**config.mk**
```make
export PLATFORM = sky130hd
export DESIGN_NAME = mem_arbiter
export DESIGN_NICKNAME = d
export VERILOG_FILES = /design/src/rtl/arb_pkg.sv /design/src/rtl/rr_pick2.sv /design/src/rtl/mem_arbiter.sv
export SDC_FILE = /design/constraint.sdc
export NUM_CORES = 1
export LEC_CHECK = 0
export ABC_AREA = 1
export CORE_AREA = 2 2 118 120
export CTS_CLUSTER_SIZE = 28
export DETAILED_ROUTE_END_ITERATION = 10
export DIE_AREA = 0 0 120 122
export PLACE_DENSITY = 0.54
export SKIP_LAST_GASP = 1
export SYNTH_ARGS = -nofsm -noshare
export SYNTH_HDL_FRONTEND = slang
export SYNTH_HIERARCHICAL = 1
export SYNTH_SLANG_ARGS = --single-unit
```
**constraint.sdc**
```tcl
create_clock -name clk -period 4.6 [get_ports clk]
set_input_delay 0.92 -clock clk [delete_from_list [all_inputs] [get_ports clk]]
set_output_delay 0.92 -clock clk [all_outputs]
set_load 0.1 [all_outputs]
```
**src/rtl/arb_pkg.sv**
```systemverilog
// Shared types for the two-master data-memory arbiter.
package arb_pkg;
   localparam int NUM_MASTERS = 2;

   typedef enum logic {
      OWN_M0 = 1'b0,
      OWN_M1 = 1'b1
   } owner_t;

   typedef enum logic {
      LAST0 = 1'b0,
      LAST1 = 1'b1
   } state_t;
endpackage

```
**src/rtl/rr_pick2.sv**
```systemverilog
// Combinational 2-way round-robin picker; one-hot grant.
import arb_pkg::*;

module rr_pick2 (
   input  logic [NUM_MASTERS-1:0] req,
   input  state_t                 last,
   output logic [NUM_MASTERS-1:0] gnt
);
   always_comb begin
      gnt = '0;
      unique case (req)
         2'b01: gnt = 2'b01;
         2'b10: gnt = 2'b10;
         // contention: favour whoever did not win last
         2'b11: gnt = (last == LAST1) ? 2'b01 : 2'b10;
         default: gnt = '0;
      endcase
   end
endmodule

```
**src/rtl/mem_arbiter.sv**
```systemverilog
// Arbitrates cpu data port (m0) and a second master (m1)
// onto one memory port; read data is tagged back to its issuer.
import arb_pkg::*;

module mem_arbiter #(
   parameter int AW = 32,
   parameter int DW = 32
) (
   input  logic          clk,
   input  logic          reset,
   input  logic          m0_req,
   input  logic [AW-1:0] m0_addr,
   input  logic [DW-1:0] m0_wdata,
   input  logic [DW/8-1:0] m0_we,
   input  logic          m1_req,
   input  logic [AW-1:0] m1_addr,
   input  logic [DW-1:0] m1_wdata,
   input  logic [DW/8-1:0] m1_we,
   output logic          m0_gnt,
   output logic          m1_gnt,
   output logic          m0_rvalid,
   output logic          m1_rvalid,
   output logic [DW-1:0] m0_rdata,
   output logic [DW-1:0] m1_rdata,
   output logic [AW-1:0] mem_addr,
   output logic [DW-1:0] mem_wdata,
   output logic [DW/8-1:0] mem_we,
   input  logic [DW-1:0] mem_rdata
);
   state_t state_q, state_d;
   logic   pend_q, pend_d;
   owner_t owner_q, owner_d;

   logic [NUM_MASTERS-1:0] pick;
   logic [NUM_MASTERS-1:0] gnt;
   logic                   rd_issue;

   rr_pick2 u_pick (
      .req  ({m1_req, m0_req}),
      .last (state_q),
      .gnt  (pick)
   );

   // no grant may reach memory while reset is held
   assign gnt    = pick & {NUM_MASTERS{reset}};
   assign m0_gnt = gnt[0];
   assign m1_gnt = gnt[1];

   always_comb begin
      mem_addr  = '0;
      mem_wdata = '0;
      mem_we    = '0;
      unique case (1'b1)
         gnt[0]: begin
            mem_addr  = m0_addr;
            mem_wdata = m0_wdata;
            mem_we    = m0_we;
         end
         gnt[1]: begin
            mem_addr  = m1_addr;
            mem_wdata = m1_wdata;
            mem_we    = m1_we;
         end
         default: ;
      endcase
   end

   assign rd_issue = (|gnt) && (mem_we == '0);

   always_comb begin
      state_d = state_q;
      pend_d  = rd_issue;
      owner_d = owner_q;
      unique case (1'b1)
         gnt[0]: state_d = LAST0;
         gnt[1]: state_d = LAST1;
         default: ;
      endcase
      if (rd_issue) begin
         owner_d = gnt[1] ? OWN_M1 : OWN_M0;
      end
   end

   always_ff @(posedge clk or negedge reset) begin
      if (!reset) begin
         state_q <= LAST1;
         pend_q  <= 1'b0;
         owner_q <= OWN_M0;
      end else begin
         state_q <= state_d;
         pend_q  <= pend_d;
         owner_q <= owner_d;
      end
   end

   assign m0_rvalid = pend_q && (owner_q == OWN_M0);
   assign m1_rvalid = pend_q && (owner_q == OWN_M1);
   assign m0_rdata  = m0_rvalid ? mem_rdata : '0;
   assign m1_rdata  = m1_rvalid ? mem_rdata : '0;
endmodule

```
==> run_results.csv <==
group,metric,value,unit
pwr,power_leakage,2.38,nW
clock_network,ctsLongestPathBuffers,2,
sta,fin_tns_setup,0,ns
clock_network,htree_levels,1,
clock_network,cts.sinks,3,
detailed_routing,routed_wire_length_per_instance,15.9,µm
hold_path,min_path_type,"reg -> reg",
detailed_routing,detailedRoute.firstIterationViolations,95,
detailed_routing,drt_drc_violations_left,0,
place,gp_routability_congestion,0.850,
die,core_region_area,0.0135,mm²
die,dieWidth,120,µm
setup_path,crit_type,"in -> out",
clock_network,path_clk_slew,0.03,ns
global_route,grt_remaining_overflow,0,
setup_path,worst_ep_required_time,3.68,ns
pwr,power.combinational.fraction,86.7,%
yosys,syn-cell-area,0.00130,mm²
pwr,worst_ir_drop_vdd,0.233,mV
sta,fin_skew,0.000916,ns
clock_network,clockRootBuffer,"clkbuf_16",
detailed_routing,drtPass1Iterations,4,
yosys,synth_top_cells_by_area,"a22o_1 (43%), nor2_1 (19%), inv_1 (11%)",
pwr,power.sequential.fraction,2.8,%
sta,max_slew.worst_pin.slew,1.02,ns
layout,final_nets,687,
detailed_routing,via_count,2686,
clock_network,tritoncts,"yes",
die,design.die.area,0.0146,mm²
detailed_routing,antenna_left,0,
sta,clock.fmax,0.260,GHz
global_route,grt_antenna_before_repair,1,
setup_path,critical_path_arrival,2.93,ns
setup_path,critical_path.startpoint_type,"input port",
sta,number_of_max_slew_violations_in_the_final_report,0,
yosys,synth_cell_type_count,15,
die,rows,43,
clock_network,cts_setup_buffers,0,
pwr,switchingPower,0.773,mW
run,maxCapViolations,0,
yosys,synth.yosys.seq_area_share,5.87,%
yosys,netlist_instances,220,
sta,slew_headroom,31.7,%
layout,drive_above_1_share,28.0,%
yosys,synth_top_area_cell,"a22o_1",
place,hpwl_detailed,9.41,mm
pwr,share_clk_of_total_power,10.5,%
global_route,grt_use_met3,2.95,%
clock_network,cts-buffers-inserted,3,
global_route,grt_use_total,13.5,%
die,dieHeight,122,µm
sta,final_min_period,3.85,ns
yosys,synthesis.yosys.warnings,6,
global_route,grt_use_met1,14.7,%
sta,timing.final.setup_violations,0,
place,port_buffers,307,
pwr,p_total,1.31,mW
yosys,synth.net_count,392,
yosys,share_of_the_synthesized_area_in_the_top_cell_type,43.1,%
clock_network,ctsHoldBuffers,0,
pwr,internal-power,0.542,mW
detailed_routing,vias_per_cell,3.86,
outcome,run_status,"finished clean",
setup_path,worstSetupEndpointType,"primary output",
global_route,groute.layer.met2.usage,26.0,%
global_route,global_route_hottest_layer,"met2",
global_route,grt_start_max_net_pins,65,
setup_path,critPathMaxFanout,41,
global_route,global_route_wire_length_before_repair,15.6,mm
die,ios,308,
pwr,power.density,258,mW/mm²
detailed_routing,drt_wl_total,11.0,mm
sta,hold_viol_final,0,
sta,rsz0062_at_grt,"false",
sta,period_share,83.7,%
global_route,first_global_vias,2560,
clock_network,post_cts.resized_instances,0,
yosys,ys_ff_latch,3,
pwr,swShare,58.8,%
die,start_util,9.64,%
yosys,syn-mean-instance-area,5.91,µm²
layout,layout_overhead_on_the_synthesized_area,291,%
clock_network,clk_latency,0.22,ns
-- cell type report --
cell class	count	area (µm²)
fill	1342	8410
multi-input combinational	157	925
antenna	1	2.50
tap	180	225
timing repair buffer	310	3640
inverter	40	150
clock buffer	4	78.8
sequential	3	76.3
-- synthesized netlist by cell type --
cell,n
nor2_1,67
a22o_1,64
inv_1,38
nand2_1,15
buf_6,8
nand3_1,8
clkbuf_1,6
buf_2,3
buf_4,3
dfrtp_1,2
inv_2,2
a21oi_1,1
dfstp_2,1
nand2_2,1
o21ai_1,1
-- power by group through the flow --
stage	clock, mW	combinational (mW)	sequential, mW
floorplan	0	0.706	0.0356
global placement	0	1.14	0.0364
detailed placement	0	1.14	0.0366
CTS	0.141	1.15	0.0366
global route	0.143	1.17	0.0373
finish	0.138	1.14	0.0364
-- worst max-delay path, stage by stage --
cell and delay [ns]:
clkdlybuf4s50_1 0.71, nand2_1 0.17, inv_2 0.39, buf_12 0.28, a22o_1 0.24, buf_12 0.19
-- final timing paths --
| path | depth (start not counted) | from | to | slack [ns] |
|---|---|---|---|---|
| setup / recovery | 6 | reset | mem_addr[9] | 0.75 |
| hold / removal | 2 | state_q$_DFFE_PN1P_ | state_q$_DFFE_PN1P_ | 0.48 |
| setup reg to reg | 9 | state_q$_DFFE_PN1P_ | owner_q$_DFFE_PN0P_ | 3.10 |
| hold reg to reg | 2 | state_q$_DFFE_PN1P_ | state_q$_DFFE_PN1P_ | 0.48 |
| max in group asynchronous | 1 | reset | state_q$_DFFE_PN1P_ | 3.29 |
| min in group asynchronous | 1 | reset | owner_q$_DFFE_PN0P_ | 0.99 |
-- cells by family (layout without fill, tap and decap cells) --
family,count (synthesis),after routing,synth area share (%)
flops,3,3,5.87
simple gates,91,91,27.2
other cells,0,1,0
buf+inv,60,354,23.1
compound gates,66,66,43.8
-- sequential cells by signal, indices dropped and copies added, names as in the netlist --
name and count:
pend_q 1, owner_q 1, state_q 1
-- layer usage --
metal  wire, µm  part of all wire (%)  vias up
li1           -                     -     1328
met3        865                   7.8       14
met4        262                   2.4        0
met1       4000                    36     1210
met2       5920                    54      134
met5          0                     0        -
-- metrics by stage --
stage          hold WS [ns]  setup slack, ns  area, µm²  instances  utilization, %
3_3_place_gp          0.479            0.766       5010        690            37.1
6_report              0.477            0.748       5090        695            37.7
4_1_cts               0.483            0.727       5090        694            37.7
5_1_grt               0.506            0.587       5090        695            37.7
2_1_floorplan         0.451            0.193       1300        220               -
3_5_place_dp          0.478            0.752       5010        690            37.1
-- cell usage in the layout, fill, tap and decap left out, drive strengths merged --
cell / instances
inv: 40
clkbuf: 4
diode: 1
a22o: 64
a21oi: 1
clkdlybuf4s50: 173
buf: 137
o21ai: 1
nor2: 67
nand2: 16
nand3: 8
dfrtp: 2
dfstp: 1
No activity file was read; power rests on OpenSTA's default activity.
